### config.mk
export PLATFORM = sky130hd
export DESIGN_NAME = heap_sort_ctrl
export DESIGN_NICKNAME = d
export VERILOG_FILES = /design/src/rtl/heap_sort_ctrl.sv
export SDC_FILE = /design/constraint.sdc
export NUM_CORES = 1
export LEC_CHECK = 0
export ABC_AREA = 1
export CAP_MARGIN = 20
export CORE_MARGIN = 4
export CORE_UTILIZATION = 45
export DETAILED_ROUTE_END_ITERATION = 8
export PLACE_DENSITY = 0.74
export SKIP_LAST_GASP = 1
export SLEW_MARGIN = 20
export SYNTH_ARGS = -nofsm -noshare
export SYNTH_HDL_FRONTEND = slang
export SYNTH_SLANG_ARGS = --single-unit
### constraint.sdc
create_clock -name clk -period 2.07 [get_ports clk]
set_input_delay 0.621 -clock clk [delete_from_list [all_inputs] [get_ports clk]]
set_output_delay 0.621 -clock clk [all_outputs]
set_load 0.05 [all_outputs]
### src/rtl/heap_sort_ctrl.sv
// Sequencer for the heap priority queue. It pushes each byte of an input batch into the
// heap, then pops the heap dry so the batch comes out in ascending order.
module heap_sort_ctrl #(
    parameter int DW       = 8,
    parameter int CAPACITY = 15,
    parameter int TIMEOUT  = 64
) (
    input  logic          clk,
    input  logic          reset,
    input  logic [DW-1:0] in_data,
    input  logic          in_valid,
    input  logic          in_last,
    output logic          in_ready,
    output logic [DW-1:0] out_data,
    output logic          out_valid,
    output logic          out_last,
    input  logic          out_ready,
    output logic          h_push,
    output logic          h_pop,
    output logic [DW-1:0] h_din,
    input  logic [DW-1:0] h_dout,
    input  logic          h_done,
    output logic [7:0]    count,
    output logic          err,
    output logic [2:0]    o_dbg_state
);

    // Stream handshakes: a beat transfers on a rising edge where valid and ready are both 1.
    // The producer holds data, valid and last stable until that edge.
    // The heap side uses 1-cycle push/pop strobes, each answered by one h_done pulse.

    localparam int              WW       = $clog2(TIMEOUT + 1);
    localparam logic [WW-1:0]   WAIT_MAX = WW'(TIMEOUT - 1);
    localparam logic [7:0]      CAP8     = 8'(CAPACITY);

    typedef enum logic [2:0] {
        ST_IDLE      = 3'd0,
        ST_PUSH_REQ  = 3'd1,
        ST_PUSH_WAIT = 3'd2,
        ST_POP_REQ   = 3'd3,
        ST_POP_WAIT  = 3'd4,
        ST_OUT_HOLD  = 3'd5
    } state_t;

    state_t        r_state;
    logic [7:0]    r_count;
    logic          r_drain;
    logic          r_err;
    logic [WW-1:0] r_wait;
    logic [DW-1:0] r_h_din;
    logic          r_h_push;
    logic          r_h_pop;
    logic [DW-1:0] r_out_data;
    logic          r_out_valid;
    logic          r_out_last;

    logic w_in_ready;
    logic w_timeout;

    assign w_in_ready = (r_state == ST_IDLE) && (r_count < CAP8) && !r_err;
    assign w_timeout  = (r_wait == WAIT_MAX);

    always_ff @(posedge clk) begin
        if (!reset) begin
            r_state     <= ST_IDLE;
            r_count     <= 8'd0;
            r_drain     <= 1'b0;
            r_err       <= 1'b0;
            r_wait      <= '0;
            r_h_din     <= '0;
            r_h_push    <= 1'b0;
            r_h_pop     <= 1'b0;
            r_out_data  <= '0;
            r_out_valid <= 1'b0;
            r_out_last  <= 1'b0;
        end else begin
            // Strobes are set on the transition into a REQ state, so they last one cycle.
            r_h_push <= 1'b0;
            r_h_pop  <= 1'b0;
            case (r_state)
                ST_IDLE: begin
                    if (in_valid && w_in_ready) begin
                        r_h_din  <= in_data;
                        r_drain  <= in_last;
                        r_h_push <= 1'b1;
                        r_state  <= ST_PUSH_REQ;
                    end
                end
                ST_PUSH_REQ: begin
                    r_wait  <= '0;
                    r_state <= ST_PUSH_WAIT;
                end
                ST_PUSH_WAIT: begin
                    if (h_done) begin
                        r_count <= r_count + 8'd1;
                        if (r_drain || (r_count + 8'd1 == CAP8)) begin
                            r_h_pop <= 1'b1;
                            r_state <= ST_POP_REQ;
                        end else begin
                            r_state <= ST_IDLE;
                        end
                    end else if (w_timeout) begin
                        r_err   <= 1'b1;
                        r_count <= 8'd0;
                        r_drain <= 1'b0;
                        r_state <= ST_IDLE;
                    end else begin
                        r_wait <= r_wait + 1'b1;
                    end
                end
                ST_POP_REQ: begin
                    if (r_count == 8'd0) begin
                        r_drain <= 1'b0;
                        r_state <= ST_IDLE;
                    end else begin
                        r_wait  <= '0;
                        r_state <= ST_POP_WAIT;
                    end
                end
                ST_POP_WAIT: begin
                    if (h_done) begin
                        r_out_data  <= h_dout;
                        r_out_valid <= 1'b1;
                        r_out_last  <= (r_count == 8'd1);
                        r_state     <= ST_OUT_HOLD;
                    end else if (w_timeout) begin
                        r_err   <= 1'b1;
                        r_count <= 8'd0;
                        r_drain <= 1'b0;
                        r_state <= ST_IDLE;
                    end else begin
                        r_wait <= r_wait + 1'b1;
                    end
                end
                ST_OUT_HOLD: begin
                    if (out_ready) begin
                        r_out_valid <= 1'b0;
                        r_out_last  <= 1'b0;
                        r_count     <= r_count - 8'd1;
                        // No pop is issued when this byte was the last one held.
                        r_h_pop     <= (r_count != 8'd1);
                        r_state     <= ST_POP_REQ;
                    end
                end
                default: r_state <= ST_IDLE;
            endcase
        end
    end

    assign in_ready    = w_in_ready;
    assign out_data    = r_out_data;
    assign out_valid   = r_out_valid;
    assign out_last    = r_out_last;
    assign h_push      = r_h_push;
    assign h_pop       = r_h_pop;
    assign h_din       = r_h_din;
    assign count       = r_count;
    assign err         = r_err;
    assign o_dbg_state = r_state;

endmodule

==> impl_summary.log <==
INFO  metric outcome = finished, final reports clean
INFO  metric timing.hold.worst.class = flip-flop to flip-flop
INFO  metric detailroute.via_count = about 2300
INFO  metric timing.final.ws_setup = ~0.0042 ns
INFO  metric grt_antenna_before_repair = 0
INFO  metric overflow = 0
INFO  metric layout.nets = 429
INFO  metric die_width = between 70 and 80 um
INFO  metric rsz0062_at_grt = yes
INFO  metric finalCritPeriodShare = about 100%
INFO  metric finalWeightedCongestion = ~0.9
INFO  metric setup_total_negative_slack = 0 ns
INFO  metric clk_root_buffer_cell = sky130_fd_sc_hd__clkbuf_8
INFO  metric layout.cells.most_common = sky130_fd_sc_hd__nand2_1
INFO  metric grt_pass1_wl = ~9600 um
INFO  metric wl = ~5700 um
INFO  metric port_buffers = 54
INFO  metric synth-async-reset-ratio = 0%
INFO  metric achievable-frequency = 484.1 MHz
INFO  metric max_cap_viol_count = 0
INFO  metric crit_fanout = 2
INFO  metric finClkSkew = 0.01165 ns
INFO  metric cts_inserted_buffers = 5
INFO  metric dp_hpwl = 4250 um
INFO  metric fin_hold_ws = 0.4643 ns
INFO  metric path_clk_slew = ~0.08 ns
INFO  metric synthDistinctLibCells = 36
INFO  metric critPathBufInv = 1
INFO  metric remaining_drc_errors = 0
INFO  metric level_count_of_the_clock_h_tree = 2
INFO  metric setup.worst_path.start_class = flip-flop
INFO  metric p_sw_share = 36.56%
INFO  metric p_per_area = ~720 nW/um^2
INFO  metric timing.critical_path.max_delay_family = simple AND/OR/NAND/NOR gates
INFO  metric initial_utilization = ~46%
INFO  metric switching_power = 0.7908 mW
INFO  metric ios = 55
INFO  metric clkLatencyLatePin = roughly 0.29 ns
INFO  metric clkPwrFrac = roughly a quarter
INFO  metric drt-pass1-iter-count = 4
INFO  metric synth_sequential_area_ratio = between 30% and 40%
INFO  metric route.detailed.vias_per_inst = 4.855
INFO  metric instances_no_fill = roughly 470
INFO  metric power_leakage = around 1.4 nW
INFO  metric grt_usage = 19.31%
INFO  metric synth_nets = between 300 and 400
INFO  metric power.ir.vdd_worst = slightly above 0.0004 V
INFO  metric placement.setup.worst_slack = -0.1067 ns
INFO  metric synthToLayoutAreaGrowth = 36.64%
INFO  metric numClockSinks = 40
INFO  metric post-layout-total-power = 2.163 mW
INFO  metric seqPwrFrac = 40.2%
INFO  metric antennaDiodeCount = 0
INFO  metric wl_per_cell = 12.20 um
INFO  metric path_cells = ha_4 > nand2_4 > nor2_4 > nor4_4 > buf_12
INFO  metric setup_viol = 0
INFO  metric ctsHoldBuffers = 0
INFO  metric place.detailed.instances = approximately 450
INFO  metric syn_area = between 2000 and 2500 um^2
INFO  metric die_area = 6096 um^2
INFO  metric mostFrequentLayoutCells = sky130_fd_sc_hd__nand2_1, sky130_fd_sc_hd__buf_4, sky130_fd_sc_hd__nor2_1
INFO  metric comb_power_share = 36.4%
INFO  metric worst-slew-pin-transition = a little over 0.4 ns
INFO  metric grt_max_degree = 13
INFO  metric synth.avg_cell_area = slightly below 7 um^2
INFO  metric ys_ff_latch = 40
INFO  metric final-max-slew-violation-count = 0
INFO  metric rows = 25
INFO  metric synthesized_instance_count = between 300 and 400
INFO  metric critPathKind = flip-flop to primary output
INFO  metric critPathMaxStageDelay = 0.36 ns
INFO  metric design.core.area = between 4000 and 5000 um^2
INFO  metric antenna_violating_nets_post_route = 0
INFO  metric tritoncts_clock_tree = yes
INFO  metric dieHeight = 78.08 um
INFO  metric critical_path_arrival = about 1.4 ns
INFO  metric critical_path.endpoint_type = primary output
INFO  metric cp_slowest_cell = sky130_fd_sc_hd__dfxtp_4
INFO  metric clk_path_buf_depth = 2
INFO  metric layout-drive-gt1-share = between 20 and 25%
INFO  metric finalHoldViolations = 0
INFO  metric drtIter0Drc = between 80 and 90
INFO  metric power.internal = approximately 1.4 mW
INFO  metric finalCriticalPeriod = 2.066 ns
INFO  metric synth_flop_cell = sky130_fd_sc_hd__dfxtp_1
INFO  metric yosys_warnings = 0
INFO  metric first_global_vias = 2207
INFO  metric worst-endpoint-required = between 1 and 1.5 ns
INFO  metric post_synth_edffs = 0
INFO  metric max_slew_margin = 72.93%
[kinds of logic after synthesis]
kind of cell | Yosys count | share of synthesized area (%)
AO/OA/AOI/OAI | 58 | 15.35
XOR/XNOR | 1 | 0.3964
adder cells (fa/ha/maj) | 6 | 3.397
buffers and inverters | 50 | 9.173
flip-flops | 40 | 36.24
multiplexers | 1 | 0.4530
AND/OR/NAND/NOR | 169 | 34.99
[layer usage]
| layer | global-route usage [%] | wire, um |
|---|---|---|
| met2 | 34.33 | 2736 |
| met5 | 0 | 0 |
| met3 | 3.899 | 280 |
| met4 | 6.294 | 59 |
| met1 | 23.21 | 2643 |
[metrics by stage]
stage / util, % / area, um^2
3_5_place_dp: 60.58 / 2880
2_1_floorplan: - / 2255
3_3_place_gp: 60.58 / 2880
6_report: 63.50 / 3019
4_1_cts: 63.08 / 2999
5_1_grt: 63.50 / 3019
[power groups by stage]
| stage | registers (mW) | logic, mW | clock network [mW] |
|---|---|---|---|
| 2_1_floorplan | 1.00 | 0.386 | 0 |
| 3_3_place_gp | 0.884 | 0.746 | 0 |
| 3_5_place_dp | 0.888 | 0.751 | 0 |
| 4_1_cts | 0.868 | 0.772 | 0.520 |
| 5_1_grt | 0.877 | 0.859 | 0.552 |
| 6_report | 0.869 | 0.788 | 0.505 |
[state kept, by name, indices dropped and copies added, names as in the netlist, 3 cells and up]
name and count:
h_din 8, o_dbg_state 3, out_data 8, count 8, r_wait 7
[synth_stat cells, types with 2 or more instances]
cell type | instances | area (um^2)
sky130_fd_sc_hd__nand2_1 | 70 | 262.8
sky130_fd_sc_hd__nor2_1 | 52 | 195.2
sky130_fd_sc_hd__dfxtp_1 | 40 | 800.8
sky130_fd_sc_hd__inv_1 | 37 | 138.9
sky130_fd_sc_hd__a21oi_1 | 24 | 120.1
sky130_fd_sc_hd__nand3_1 | 21 | 105.1
sky130_fd_sc_hd__o21ai_0 | 16 | 80.08
sky130_fd_sc_hd__nor3_1 | 8 | 40.04
sky130_fd_sc_hd__ha_1 | 6 | 75.07
sky130_fd_sc_hd__inv_2 | 5 | 18.77
sky130_fd_sc_hd__clkbuf_1 | 4 | 15.01
sky130_fd_sc_hd__nor2_2 | 4 | 25.02
sky130_fd_sc_hd__a211oi_1 | 3 | 22.52
sky130_fd_sc_hd__nand2_2 | 3 | 18.77
sky130_fd_sc_hd__nand4_1 | 3 | 18.77
sky130_fd_sc_hd__nor2_4 | 3 | 33.78
sky130_fd_sc_hd__o21bai_1 | 3 | 22.52
sky130_fd_sc_hd__a31oi_1 | 2 | 12.51
sky130_fd_sc_hd__buf_6 | 2 | 22.52
sky130_fd_sc_hd__o21ai_1 | 2 | 10.01
sky130_fd_sc_hd__o22ai_1 | 2 | 12.51
[area by class of cell]
cell class | instances | area (um^2)
Fill cell | 451 | 1735
Multi-Input combinational cell | 235 | 1236
Sequential cell | 40 | 820.8
Timing Repair Buffer | 76 | 635.6
Inverter | 43 | 161.4
Tap cell | 67 | 83.83
Clock buffer | 7 | 76.32
Clock inverter | 1 | 5.005
[final timing paths]
check	slack [ns]	end	startpoint	cells after the start
setup / recovery	0.004	in_ready	count[1]$_SDFFE_PN0P_	5
hold / removal	0.46	h_din[4]$_SDFFE_PN0P_	h_din[4]$_SDFFE_PN0P_	2
setup reg to reg	0.15	r_drain$_SDFFE_PN0P_	count[1]$_SDFFE_PN0P_	13
hold reg to reg	0.46	h_din[4]$_SDFFE_PN0P_	h_din[4]$_SDFFE_PN0P_	2
[worst reg2reg max path, cell delays in order, from the launching register on]
cell and delay (ns):
sky130_fd_sc_hd__dfxtp_4 0.36, sky130_fd_sc_hd__ha_4 0.16, sky130_fd_sc_hd__nand2_4 0.07, sky130_fd_sc_hd__nor2_4 0.04, sky130_fd_sc_hd__nor4_4 0.33, sky130_fd_sc_hd__buf_4 0.17
sky130_fd_sc_hd__buf_4 0.09, sky130_fd_sc_hd__buf_4 0.15, sky130_fd_sc_hd__nand2_2 0.10, sky130_fd_sc_hd__nand2_1 0.08, sky130_fd_sc_hd__nand3_1 0.10, sky130_fd_sc_hd__nand2_1 0.08
sky130_fd_sc_hd__nand2_1 0.04, sky130_fd_sc_hd__nor2_1 0.08
[repair_timing]
item,in CTS,in global routing
pin swaps,3,3
resized for setup,0,2
buffers inserted,5,2
endpoints found under the setup margin,1,1
(Power assumes the default switching activity.)
